File: src/rtl/frame_grabber.sv
// Frame grabber: after an arm request, skips SKIP_FRAMES whole frames, then
// captures one WIDTH*HEIGHT frame of RGB565 pixel pairs, converts each pixel
// to RGB332 and writes it to sequential frame buffer addresses.
module frame_grabber #(
  parameter int unsigned WIDTH       = 640,
  parameter int unsigned HEIGHT      = 480,
  parameter int unsigned ADDR_W      = 20,
  parameter int unsigned SKIP_FRAMES = 2
) (
  input  logic              clk,
  input  logic              reset,
  input  logic              arm,
  input  logic              frame_start,
  input  logic              frame_end,
  input  logic [31:0]       rgb,
  input  logic              rgb_valid,
  output logic              buf_we,
  output logic [ADDR_W-1:0] buf_addr,
  output logic [7:0]        buf_data,
  output logic              busy,
  output logic              done,
  output logic              short_frame,
  output logic              overrun,
  output logic [ADDR_W-1:0] pixel_count
);

  localparam int unsigned TOTAL = WIDTH * HEIGHT;
  localparam int unsigned SKW   = (SKIP_FRAMES > 0) ? $clog2(SKIP_FRAMES + 1) : 1;
  localparam logic [ADDR_W-1:0] LAST_ADDR = ADDR_W'(TOTAL - 1);
  localparam logic [SKW-1:0]    SKIP_INIT = SKW'(SKIP_FRAMES);

  typedef enum logic [1:0] {
    S_IDLE,
    S_WAIT_SOF,
    S_CAPTURE,
    S_DONE
  } state_t;

  state_t state, state_n;

  logic [SKW-1:0]    skip_cnt, skip_n;
  logic [ADDR_W-1:0] cnt_n;
  logic              pend, pend_n;
  logic [7:0]        pend_px, pend_px_n;
  logic              end_req, end_req_n;
  logic              full_q, full_n;
  logic              we_n;
  logic [ADDR_W-1:0] addr_n;
  logic [7:0]        data_n;
  logic              short_n, over_n;

  logic [7:0]        px0_332, px1_332;
  logic              unused_rgb_bits;

  // RGB565 -> RGB332 keeps the top bits of each colour channel
  assign px0_332 = {rgb[15:13], rgb[10:8], rgb[4:3]};
  assign px1_332 = {rgb[31:29], rgb[26:24], rgb[20:19]};
  assign unused_rgb_bits = ^{rgb[28:27], rgb[23:21], rgb[18:16],
                             rgb[12:11], rgb[7:5], rgb[2:0]};

  // Status flags decode directly from the state register
  assign busy = (state == S_WAIT_SOF) || (state == S_CAPTURE);
  assign done = (state == S_DONE);

  // State register
  always_ff @(posedge clk or posedge reset) begin
    if (reset) state <= S_IDLE;
    else       state <= state_n;
  end

  // Next-state and datapath next-value logic.
  // Writes are issued one cycle ahead of their visible buf_we, so leaving
  // CAPTURE (full or early end) is only decided in a cycle that issues no
  // write; this keeps buf_we from ever showing up in DONE.
  always_comb begin
    state_n   = state;
    skip_n    = skip_cnt;
    cnt_n     = pixel_count;
    pend_n    = pend;
    pend_px_n = pend_px;
    end_req_n = end_req;
    full_n    = full_q;
    we_n      = 1'b0;
    addr_n    = buf_addr;
    data_n    = buf_data;
    short_n   = short_frame;
    over_n    = overrun;

    case (state)
      S_IDLE, S_DONE: begin
        if (arm) begin
          state_n   = S_WAIT_SOF;
          skip_n    = SKIP_INIT;
          short_n   = 1'b0;
          over_n    = 1'b0;
          cnt_n     = '0;
          full_n    = 1'b0;
          end_req_n = 1'b0;
          pend_n    = 1'b0;
        end
      end

      S_WAIT_SOF: begin
        if (frame_start) begin
          if (skip_cnt == '0) begin
            state_n   = S_CAPTURE;
            cnt_n     = '0;
            full_n    = 1'b0;
            end_req_n = 1'b0;
            pend_n    = 1'b0;
          end else begin
            skip_n = skip_cnt - 1'b1;
          end
        end
      end

      S_CAPTURE: begin
        if (full_q) begin
          // frame complete: any pending pixel1 is dropped
          state_n = S_DONE;
          pend_n  = 1'b0;
        end else if (pend) begin
          we_n      = 1'b1;
          addr_n    = pixel_count;
          data_n    = pend_px;
          cnt_n     = pixel_count + 1'b1;
          full_n    = (pixel_count == LAST_ADDR);
          pend_n    = 1'b0;
          end_req_n = end_req | frame_end;
          if (rgb_valid) over_n = 1'b1;
        end else if (end_req || frame_end) begin
          state_n   = S_DONE;
          short_n   = 1'b1;
          end_req_n = 1'b0;
        end else if (rgb_valid) begin
          we_n      = 1'b1;
          addr_n    = pixel_count;
          data_n    = px0_332;
          cnt_n     = pixel_count + 1'b1;
          full_n    = (pixel_count == LAST_ADDR);
          pend_n    = 1'b1;
          pend_px_n = px1_332;
        end
      end

      default: state_n = S_IDLE;
    endcase
  end

  // Datapath and registered outputs
  always_ff @(posedge clk or posedge reset) begin
    if (reset) begin
      skip_cnt    <= '0;
      pixel_count <= '0;
      pend        <= 1'b0;
      pend_px     <= '0;
      end_req     <= 1'b0;
      full_q      <= 1'b0;
      buf_we      <= 1'b0;
      buf_addr    <= '0;
      buf_data    <= '0;
      short_frame <= 1'b0;
      overrun     <= 1'b0;
    end else begin
      skip_cnt    <= skip_n;
      pixel_count <= cnt_n;
      pend        <= pend_n;
      pend_px     <= pend_px_n;
      end_req     <= end_req_n;
      full_q      <= full_n;
      buf_we      <= we_n;
      buf_addr    <= addr_n;
      buf_data    <= data_n;
      short_frame <= short_n;
      overrun     <= over_n;
    end
  end

endmodule

File: config.mk
export PLATFORM = sky130hd
export DESIGN_NAME = frame_grabber
export DESIGN_NICKNAME = d
export VERILOG_FILES = /design/src/rtl/frame_grabber.sv
export SDC_FILE = /design/constraint.sdc
export NUM_CORES = 1
export LEC_CHECK = 0
export CAP_MARGIN = 20
export CORE_ASPECT_RATIO = 0.9
export CORE_MARGIN = 2
export CORE_UTILIZATION = 51
export CTS_CLUSTER_SIZE = 10
export DETAILED_ROUTE_END_ITERATION = 7
export HOLD_SLACK_MARGIN = 0.03
export PLACE_DENSITY = 0.85
export SKIP_CTS_REPAIR_TIMING = 1
export SLEW_MARGIN = 20
export SYNTH_ARGS = -nofsm -noshare
export SYNTH_HDL_FRONTEND = slang
export SYNTH_SLANG_ARGS = --single-unit
File: constraint.sdc
create_clock -name clk -period 4.49 [get_ports clk]
set_input_delay 0.898 -clock clk [delete_from_list [all_inputs] [get_ports clk]]
set_output_delay 0.898 -clock clk [all_outputs]
set_load 0.05 [all_outputs]
Yosys cells after proc, flatten, opt, wreduce, memory -nomap -nowiden
Cells that the tools add are included.
- register bits: 66
- input port bits: 38
- output and inout port bits: 53
- word-level logic and storage cells: 107
- $add $sub $neg: 2
- equality and inequality tests: 19
- multiplexer cells: 53
- bitwise operators: 4
- reductions and logical operators: 17
- operator list (cell ; number):
    $mux 20 ; 10
    $pmux 20 s3 ; 1
    $reduce_and 5->1 ; 5
    $mux 8 ; 3
    $mux 1 ; 23
    $add 20x1->20 const B ; 1
    $eq 20x19->1 const B ; 1
    $mux 2 ; 9
    $ne 2x2->1 const B ; 8
    $ne 3x3->1 const B ; 3
    $pmux 1 s3 ; 3
    $reduce_and 4->1 ; 2
    $ne 3x2->1 const B ; 2
    $pmux 2 s3 ; 1
    $reduce_and 6->1 ; 1
    $reduce_bool 2->1 ; 3
    $eq 2x2->1 const B ; 2
    $logic_not 2->1 ; 2
    $ne 2x1->1 const B ; 2
    $pmux 1 s2 ; 2
    $pmux 2 s2 ; 1
    $not 1->1 ; 3
    $reduce_and 3->1 ; 1
    $eq 2x1->1 const B ; 1
    4 further kinds ; 5

Longest topological paths before layout
Gate-level depths: netlist of run 1.
- depth after elaboration: 6
- depth in mapped cells: 9
- mapped depth without buffers: 6

Worst setup path after synthesis of run 1
No wires, ideal clock.
- kind: input-to-reg
- from: in frame_end
- to: reg pixel_count[9]
- setup time: 78 ps
- arrival time: 2120 ps
- data required time: 4412 ps
- setup slack: 2292 ps
- cell stages on the path: 5
- buffers on the path: 1
- cell sequence: nor3b_2 -> o2111ai_1 -> clkbuf_1 -> or4_1 -> a21oi_1
- longest elaborated chain between the ends: 3
- ends and longest elaborated chain (what ; line ; text):
    start: declaration ; 14 ; input logic frame_end,
    $logic_or 1x1->1 ; 131 ; end else if (end_req || frame_end) begin
    $ne 3x3->1 (no line) ; - ;
    $reduce_and 6->1 (no line) ; - ;
    end signal: assignment ; 166 ; pixel_count <= cnt_n;
    end: declaration ; 24 ; output logic [ADDR_W-1:0] pixel_count
Every way passes these cells.
A chain may end at the register's enable or synchronous reset.

Final worst setup path of run 1
- from: reg state[0]
- to: out busy
- longest elaborated chain between the ends: 2
- elaborated cells between the ends (all ways): 3
- those cells by class: eq/ne: 2; reduce/logical: 1
- ends and longest elaborated chain (what ; line ; text):
    start: declaration ; 39 ; state_t state, state_n;
    start signal: assignment ; 68 ; else state <= state_n;
    $eq 2x1->1 / $eq 2x2->1 (equally long branches) ; 62 ; assign busy = (state == S_WAIT_SOF) || (state == S_CAPTURE);
    $logic_or 1x1->1 * ; 62 ;
    end: declaration ; 20 ; output logic busy,
Every way passes the cells marked *; elsewhere a longest branch is shown, timed or not.

==> results.md, run 1 <==
- The die width is 86.5 µm.
- The count of nets left with antenna violations after detail routing is 0.
- By area, the combinational part of the netlist is dominated by simple AND/OR/NAND/NOR gates.
- After routing the design area is 0.00411 mm².
- The total overflow left after global routing is 0.
- The placed standard-cell area is 0.00393 mm².
- Leaving out fill and tap cells, the most frequent cell in the layout is sky130_fd_sc_hd__clkdlybuf4s50_1.
- The via count of the first global-routing pass is 2,461.
- Global routing used 21.5% of the available tracks across all layers.
- The share of post-route cells with drive strength above 1 is 14.9%.
- The routed layout has 2,531 vias.
- Together, buffers and inverters on the worst path number 3.
- The detailed-routing iteration count for the pre-antenna-repair pass is 4.
- After the first detailed-routing iteration, the DRC count stood at 176.
- The multiplexer area fraction after synthesis is 12.3%.
- The final estimated routing congestion in global placement is 0.825.
- The time the final worst path needs with I/O delays and setup is 2960 ps.
- The number of distinct library cells after synthesis is 42.
- The routed wire length is 6780 µm.
- The half-perimeter wire length after placement is 4730 µm.
- Measured against its own limit, the worst slew margin works out to 48.4%.
- The synthesized-area fraction occupied by ao, oa, aoi and oai cells is 13.0%.
- The reported leakage power is 1.73 nW.
- The die is 78.2 µm tall.
- At the worst endpoint, the arrival time is 2060 ps.
- Dividing the synthesized area by the synthesized cell count gives 10.7 µm².
- The number of endpoints with negative hold slack in the final report is 0.
- After technology mapping, the gate count stands at 291.
- After Yosys synthesis, and, or, nand and nor cells account for 15.7% of the synthesized area.
- The number of antenna diodes in the final layout is 0.
- The type of the worst min-delay path is reg2reg.
- Entering global routing, the biggest net connects 35 pins.
- The post-CTS clock slew at the launch and capture registers of the worst setup and hold paths is 70 ps.
- Dividing the detail-routed via count by the number of cells gives 5.73.
- The net total in the final layout is 409.
- TritonCTS built the clock tree.
- In this run the cell area of the synthesized design comes to 0.00312 mm².
- The run finished with clean final reports.
- Setup violations remaining at the end of the flow were counted as 0.
- The cell count of the worst reg-to-reg path is 6.
- The max-slew violation count is 0.
- The largest stage delay on the critical path is 790 ps.
- The initial antenna violation count came to 0.
- The area of the die is 0.00676 mm².
- In the synthesized netlist the async set-or-reset flop fraction comes to 100%.
- In this run the tool buffered the top-level ports with 74 buffer cells.
- In this run the count of I/O pins placed on the die edge is 91.
- The nature of the critical path endpoint is an output pin.
- The number of cells on the worst hold path is 2.
- Counting every sink on the clock net gives 66.
- The clock latency on the worst-skew pair is 340 ps.
- The power density normalized to cell area is 513 mW/mm².
- The biggest fanout along the worst timing path is 7.
- The area share of xor/xnor cells in the synthesized design is 0%.
- Derived from the worst setup path, the maximum achievable clock frequency is 338 MHz.
- The final clock skew is 4.88 ps.
- Setup repair after global routing left no endpoint under its margin.
- Data on the critical path is required at its endpoint by 3590 ps.
- The first global-routing pass estimated 11,500 µm of wire.
- For this run, design rule violations remaining after detail routing come to 0.
- The kind of critical path is reg2out.
- Among cell families on the critical path, the largest total delay comes from buffers and inverters.
- The post-route fraction of the period consumed by the critical path is 65.9%.
- After synthesis, flip-flops and latches occupy 52.9% of the total area.
- The worst vdd rail ir drop is 0.286 mV.
- The cell with the largest stage delay on the worst path is sky130_fd_sc_hd__clkdlybuf4s50_1.
- The post-synthesis share of cell area spent on full adders, half adders and majority gates is 2.41%.
- In the final routed layout, each cell accounts on average for 15.3 µm.
- In the layout the commonest cells are 74 x sky130_fd_sc_hd__clkdlybuf4s50_1, 66 x sky130_fd_sc_hd__dfrtp_1, 28 x sky130_fd_sc_hd__a21oi_1, 27 x sky130_fd_sc_hd__mux2_2, 25 x sky130_fd_sc_hd__nand2_1.
- The layout-stage area growth over the synthesis result is 31.7%.
- In this run the deepest clock path goes through 2 buffers.
- Clock tree synthesis inserted a total of 9 buffers.
- The primary flip-flop cell chosen by synthesis mapping is sky130_fd_sc_hd__dfrtp_1.
- In this run the number of cells on the critical path is 4.
- The starting utilization of the core area is 51.9%.
- The count of state elements after synthesis is 66.
- Setup total negative slack on the finished layout was measured at 0 ps.
- The number of placement rows is 27.
- The area inside the core boundary is 0.00601 mm².
- The count of flip-flops with a built-in enable after synthesis is 0.
- The number of warning messages in the yosys log is 0.
- The post-synth net total is 335.
- Max-cap violations in this run came to 0.
- The H-tree was split into 3 levels.
- For the pin with the worst max-slew slack, the measured transition is 774 ps.
- The cell occurring most often along the worst timing path is sky130_fd_sc_hd__inv_1.
- The worst setup path is launched from a register.
- Traced cell by cell, the critical path runs through inv_1 -> ha_1 -> inv_1 -> clkdlybuf4s50_1.
- The clock tree root driver cell is sky130_fd_sc_hd__clkbuf_8.
[where the power goes]
part | switching (W) | internal [W] | total (W)
Combinational | 0.000579 | 0.000311 | 0.000889
Sequential | 0.0000846 | 0.000702 | 0.000787
Clock | 0.000220 | 0.000214 | 0.000433
Total | 0.000883 | 0.00123 | 0.00211
[worst min-delay path, cell delays in order, from the launching register on]
cell,delay (ps)
sky130_fd_sc_hd__dfrtp_1,340
sky130_fd_sc_hd__nand2_1,50
sky130_fd_sc_hd__o21ai_0,60
[metal layers]
layer / wire length (µm) / global-route usage (%)
met5: 0 / 0
met4: 140 / 9.22
met3: 300 / 4.10
met2: 3320 / 34.5
met1: 3020 / 28.6
[cell families after synthesis]
group | Yosys count
flops | 66
simple gates | 87
mux | 35
buf+inv | 27
fa+ha+maj | 6
compound gates | 70
[registers in the layout (all words and copies together) (netlist names)]
name	cells
buf_addr	20
buf_data	8
buf_we	1
end_req	1
full_q	1
overrun	1
pend	1
pend_px	8
pixel_count	20
short_frame	1
skip_cnt	2
state	2
[stage by stage]
| step | worst slack [ps] | cells | hold WS (ps) | total power (W) | util, % |
|---|---|---|---|---|---|
| floorplan | 1940 | 291 | 479 | 0.00140 | - |
| global placement | 1150 | 426 | 461 | 0.00165 | 65.4 |
| detailed placement | 1020 | 426 | 472 | 0.00168 | 65.4 |
| CTS | 1370 | 442 | 489 | 0.00211 | 68.1 |
| global route | 1430 | 442 | 500 | 0.00223 | 68.3 |
| finish | 1530 | 442 | 480 | 0.00211 | 68.3 |
[synthesized netlist by cell type (2+ instances only)]
library cell	count	share of area, %
sky130_fd_sc_hd__dfrtp_1	66	53
sky130_fd_sc_hd__a21oi_1	28	4.5
sky130_fd_sc_hd__mux2_2	27	9.7
sky130_fd_sc_hd__nand2_1	25	3.0
sky130_fd_sc_hd__o21ai_0	21	3.4
sky130_fd_sc_hd__o31ai_1	13	3.1
sky130_fd_sc_hd__or4_1	12	2.9
sky130_fd_sc_hd__inv_1	11	1.3
sky130_fd_sc_hd__clkbuf_1	9	1.1
sky130_fd_sc_hd__nand3_1	9	1.4
sky130_fd_sc_hd__nor2_1	9	1.1
sky130_fd_sc_hd__mux2i_1	8	2.6
sky130_fd_sc_hd__ha_1	6	2.4
sky130_fd_sc_hd__or3_1	6	1.2
sky130_fd_sc_hd__buf_2	4	0.64
sky130_fd_sc_hd__nand2b_1	4	0.80
sky130_fd_sc_hd__and3_1	2	0.40
sky130_fd_sc_hd__and4_1	2	0.56
sky130_fd_sc_hd__buf_1	2	0.24
sky130_fd_sc_hd__nand4_1	2	0.40
sky130_fd_sc_hd__nor2b_1	2	0.40
sky130_fd_sc_hd__nor3_1	2	0.32
sky130_fd_sc_hd__or3_2	2	0.48
[area by class of cell]
type                    count  area (µm²)
clock buffers              13         149
clock inverters             3        15.0
well taps                  72        90.1
fillers                   462        1900
inverters                  11        41.3
repair buffers             79         778
multi-input cells         198        1380
flip-flops and latches     66        1650
[final timing paths]
check                             from              end  slack (ps)
max                           state[0]             busy        1530
min                        buf_data[2]      buf_data[2]         480
max reg2reg                   state[0]  pixel_count[17]        2110
min reg2reg                buf_data[2]      buf_data[2]         480
max in group asynchronous        reset         state[0]        2810
min in group asynchronous        reset       pend_px[2]         960
No activity file was read; power rests on OpenSTA's default activity.
==> run 2: changes to the inputs <==
--- a/config.mk
+++ b/config.mk
@@ -8,11 +8,11 @@
 export CAP_MARGIN = 20
 export CORE_ASPECT_RATIO = 0.9
 export CORE_MARGIN = 2
-export CORE_UTILIZATION = 51
+export CORE_UTILIZATION = 43
 export CTS_CLUSTER_SIZE = 10
 export DETAILED_ROUTE_END_ITERATION = 7
 export HOLD_SLACK_MARGIN = 0.03
-export PLACE_DENSITY = 0.85
+export PLACE_DENSITY = 0.77
 export SKIP_CTS_REPAIR_TIMING = 1
 export SLEW_MARGIN = 20
 export SYNTH_ARGS = -nofsm -noshare
==> constraint.sdc (replaced) <==
create_clock -name clk -period 2.51 [get_ports clk]
set_input_delay 0.502 -clock clk [delete_from_list [all_inputs] [get_ports clk]]
set_output_delay 0.502 -clock clk [all_outputs]
set_load 0.05 [all_outputs]
==> results.md, run 2 (synthesis gave the netlist of run 1 again) <==
- The fraction of power spent switching nets is 38.7% (was 41.9%).
- The clock latency on the worst-skew pair was 330 ps (was 340 ps).
- The layout-stage area growth over the synthesis result is 36.2% (was 31.7%).
- The power consumption came to 0.00412 W (was 0.00211 W).
- The launch instance of the worst min-delay path is buf_data[7] (was buf_data[2]).
- The type of the worst min-delay path was reg2reg (unchanged).
- The clock tree from TritonCTS is yes (unchanged).
- The setup violation total in the final timing report is 0 (unchanged).
- The nature of the critical path endpoint was a register (was output pin).
- The kind of start point of the critical path is a register (unchanged).
- The number of remaining DRC errors is 0 (unchanged).
- The max-slew violation count is 0 (unchanged).
- The leading cell type in the layout, fill and taps excluded was sky130_fd_sc_hd__clkdlybuf4s50_1 (unchanged).
- The share of post-route cells with drive strength above 1 is 16.4% (was 14.9%).
- The final estimated routing congestion in global placement is 0.795 (was 0.825).
- The area inside the core boundary came to 0.00704 mm² (was 0.00601 mm²).
- The detailed-routing iteration count for the pre-antenna-repair pass is 4 (unchanged).
- The power density normalized to cell area was 970 mW/mm² (was 513 mW/mm²).
- The biggest fanout along the worst timing path is 12 (was 7).
- The routed wire length is 6730 µm (was 6780 µm).
- The wire length of the first global-routing pass is 11,500 µm (about the same).
- The y dimension of the die is 84.8 µm (was 78.2 µm).
- The utilization of the core after routing is 60.4% (was 68.3%).
- The maximum buffer depth of the clock tree is 2 (unchanged).
- The depth of the CTS H-tree was 3 (unchanged).
- The post-placement setup slack is 115 ps (was 1020 ps).
- The largest stage delay on the critical path was 430 ps (was 790 ps).
- Largest registers: buf_addr (20), pixel_count (20) (unchanged).
- The maximum clock rate is 443 MHz.
- The total number of clock tree sinks is 66 (unchanged).
- The filler cell count in the final layout came to 598 (was 462).
- The die width is 93.8 µm (was 86.5 µm).
- The sequential share of power came to 33.8% (was 37.3%).
- The combinational share of power is 39.6% (was 42.2%).
- The maximum number of pins on one net before global-route repair came to 67 (was 35).
- The number of placement rows came to 29 (was 27).
- The total routing usage reported by global routing is 18.3% (was 21.5%).
- The endpoint of the worst hold-timing path is buf_data[7] (was buf_data[2]).
- The headroom to the max-slew limit is 63.9% (was 48.4%).
- The max-cap check violation count is 0 (unchanged).
- The critical register-to-register path endpoint was pend_px[6] (was pixel_count[17]).
- The kind of critical path is reg2reg (was reg2out).
- Worst path cell trace: inv_1 -> ha_1 -> nor2b_1 -> nand3b_1 -> mux2_2 (was inv_1 -> ha_1 -> inv_1 -> clkdlybuf4s50_1).
- The family with the most delay on the worst path is simple AND/OR/NAND/NOR gates (was buffers and inverters).
- The starting utilization of the core area is 44.3% (was 51.9%).
- The number of endpoints with negative hold slack in the final report is 0 (unchanged).
- The clock tree root driver cell is sky130_fd_sc_hd__clkbuf_8 (unchanged).
- RSZ-0062 raised after global routing: no (unchanged).
- The ratio of routed vias to standard cells is 5.35 (was 5.73).
- The cell with the largest stage delay on the worst path is sky130_fd_sc_hd__dfrtp_1 (was sky130_fd_sc_hd__clkdlybuf4s50_1).
- The transition at the pin with the smallest max-transition slack is 540 ps (was 774 ps).
- The leftover overflow at the end of global routing is 0 (unchanged).
- The total number of vias is 2,488 (was 2,531).
- Outcome: finished clean (unchanged).
- The power spent charging and discharging nets is 0.00160 W (was 0.000883 W).
- The count of routing violations after the opening detailed-route iteration came to 94 (was 176).
- The net total in the final layout is 411 (was 409).
- The clock share of power is 26.6% (was 20.5%).
- The design internal power came to 0.00253 W (was 0.00123 W).
- The area of the die was 0.00796 mm² (was 0.00676 mm²).
- The number of cells on the worst hold path came to 2 (unchanged).
- After layout, the worst path uses 89.8% of the clock period.
- The time the final worst path needs with I/O delays and setup is 2250 ps.
- The origin of the critical flop-to-flop path is state[0] (unchanged).
- The final clock skew is 5.27 ps (was 4.88 ps).
- The count of inserted antenna diode cells is 0 (unchanged).
- The reported leakage power is 1.78 nW (was 1.73 nW).
- The number of placed instances, taps included was 449 (was 426).
- The via count of the first global-routing pass came to 2,386 (was 2,461).
- The flop-to-flop setup slack is 260 ps (was 2110 ps).
- The initial antenna violation count is 0 (unchanged).
- The final-layout setup total negative slack is 0 ps (unchanged).
- The total clock buffers created by CTS was 9 (unchanged).
- The total of buffers placed on input and output ports came to 74 (unchanged).
- The worst vdd rail ir drop is 0.483 mV (was 0.286 mV).
- The half-perimeter wire length after placement is 4650 µm (was 4730 µm).
- The data required time of the critical path is 2730 ps (was 3590 ps).
- The worst-case setup margin in the final layout is 255 ps (was 1530 ps).
- The I/O pin count was 91 (unchanged).
- Top library cells by usage in the layout, fill and taps aside: 73 x sky130_fd_sc_hd__clkdlybuf4s50_1, 66 x sky130_fd_sc_hd__dfrtp_1, 28 x sky130_fd_sc_hd__a21oi_1, 27 x sky130_fd_sc_hd__mux2_2, 25 x sky130_fd_sc_hd__nand2_1 (was 74 x sky130_fd_sc_hd__clkdlybuf4s50_1, 66 x sky130_fd_sc_hd__dfrtp_1, 28 x sky130_fd_sc_hd__a21oi_1, 27 x sky130_fd_sc_hd__mux2_2, 25 x sky130_fd_sc_hd__nand2_1).
- The endpoint arrival time on the critical path is 2470 ps (was 2060 ps).
- The post-CTS clock slew at the launch and capture registers of the worst setup and hold paths was 70 ps (about the same).
- The count of nets left with antenna violations after detail routing was 0 (unchanged).
- The cell count of the worst reg-to-reg path was 5 (was 6).
- The post-detailed-route wirelength per cell is 14.5 µm (was 15.3 µm).
- The number of buffers and inverters on the critical path is 1 (was 3).
- The post-layout instance count excluding filler cells was 465 (was 442).
run 2: cell types whose count changed in the layout (fill, tap and decap cells not counted), moves of 2 or more:
cell / change
sky130_fd_sc_hd__clkinvlp_4: +2
sky130_fd_sc_hd__clkinv_2: -3
sky130_fd_sc_hd__clkbuf_1: -3
sky130_fd_sc_hd__buf_12: +2
sky130_fd_sc_hd__bufinv_16: +3
run 2: metal layers:
layer	wire length (µm)	GRT usage, %
met1	3110	24.5
met2	3280	29.4
met4	18	3.69
met5	0	0
met3	318	6.22
run 2: layout make-up:
class                           count  area [µm²]  area share [%]
Timing Repair Buffer               81         816            19.2
Clock inverter                      6         114            2.68
Clock buffer                       10         138            3.24
Multi-Input combinational cell    198        1370            32.3
Inverter                           11        41.3           0.972
Tap cell                           93         116            2.74
Sequential cell                    66        1650            38.9
run 2: power groups by stage:
stage / logic [W] / registers [W] / clock network [W]
final: 0.00163 / 0.00139 / 0.00110
after global routing: 0.00178 / 0.00142 / 0.00117
after CTS: 0.00164 / 0.00139 / 0.00112
after detailed placement: 0.00164 / 0.00141 / 0
after global placement: 0.00160 / 0.00140 / 0
after floorplan: 0.000797 / 0.00171 / 0
run 2: per-stage QoR:
stage | hold slack (ps) | cell area, µm²
after floorplan | 479 | 3120
after global placement | 463 | 4000
after detailed placement | 470 | 4000
after CTS | 487 | 4250
after global routing | 513 | 4250
final | 483 | 4250
run 2: how the worst max path moves through the flow:
stage	from	endpoint	slack (ps)	depth (start not counted)
after detailed placement	frame_end	pixel_count[15]	120	6
after CTS	state[0]	pixel_count[9]	270	7
after global routing	state[0]	pend_px[6]	40	5
final	state[0]	pend_px[6]	260	5
after floorplan	reset	buf_addr[0]	350	1
after global placement	frame_end	pixel_count[15]	160	6
run 2: worst register-to-register path, stage by stage (launching register included):
cell and delay [ps]:
sky130_fd_sc_hd__dfrtp_1 430, sky130_fd_sc_hd__inv_1 80, sky130_fd_sc_hd__ha_1 430, sky130_fd_sc_hd__nor2b_1 360, sky130_fd_sc_hd__nand3b_1 420, sky130_fd_sc_hd__mux2_2 420
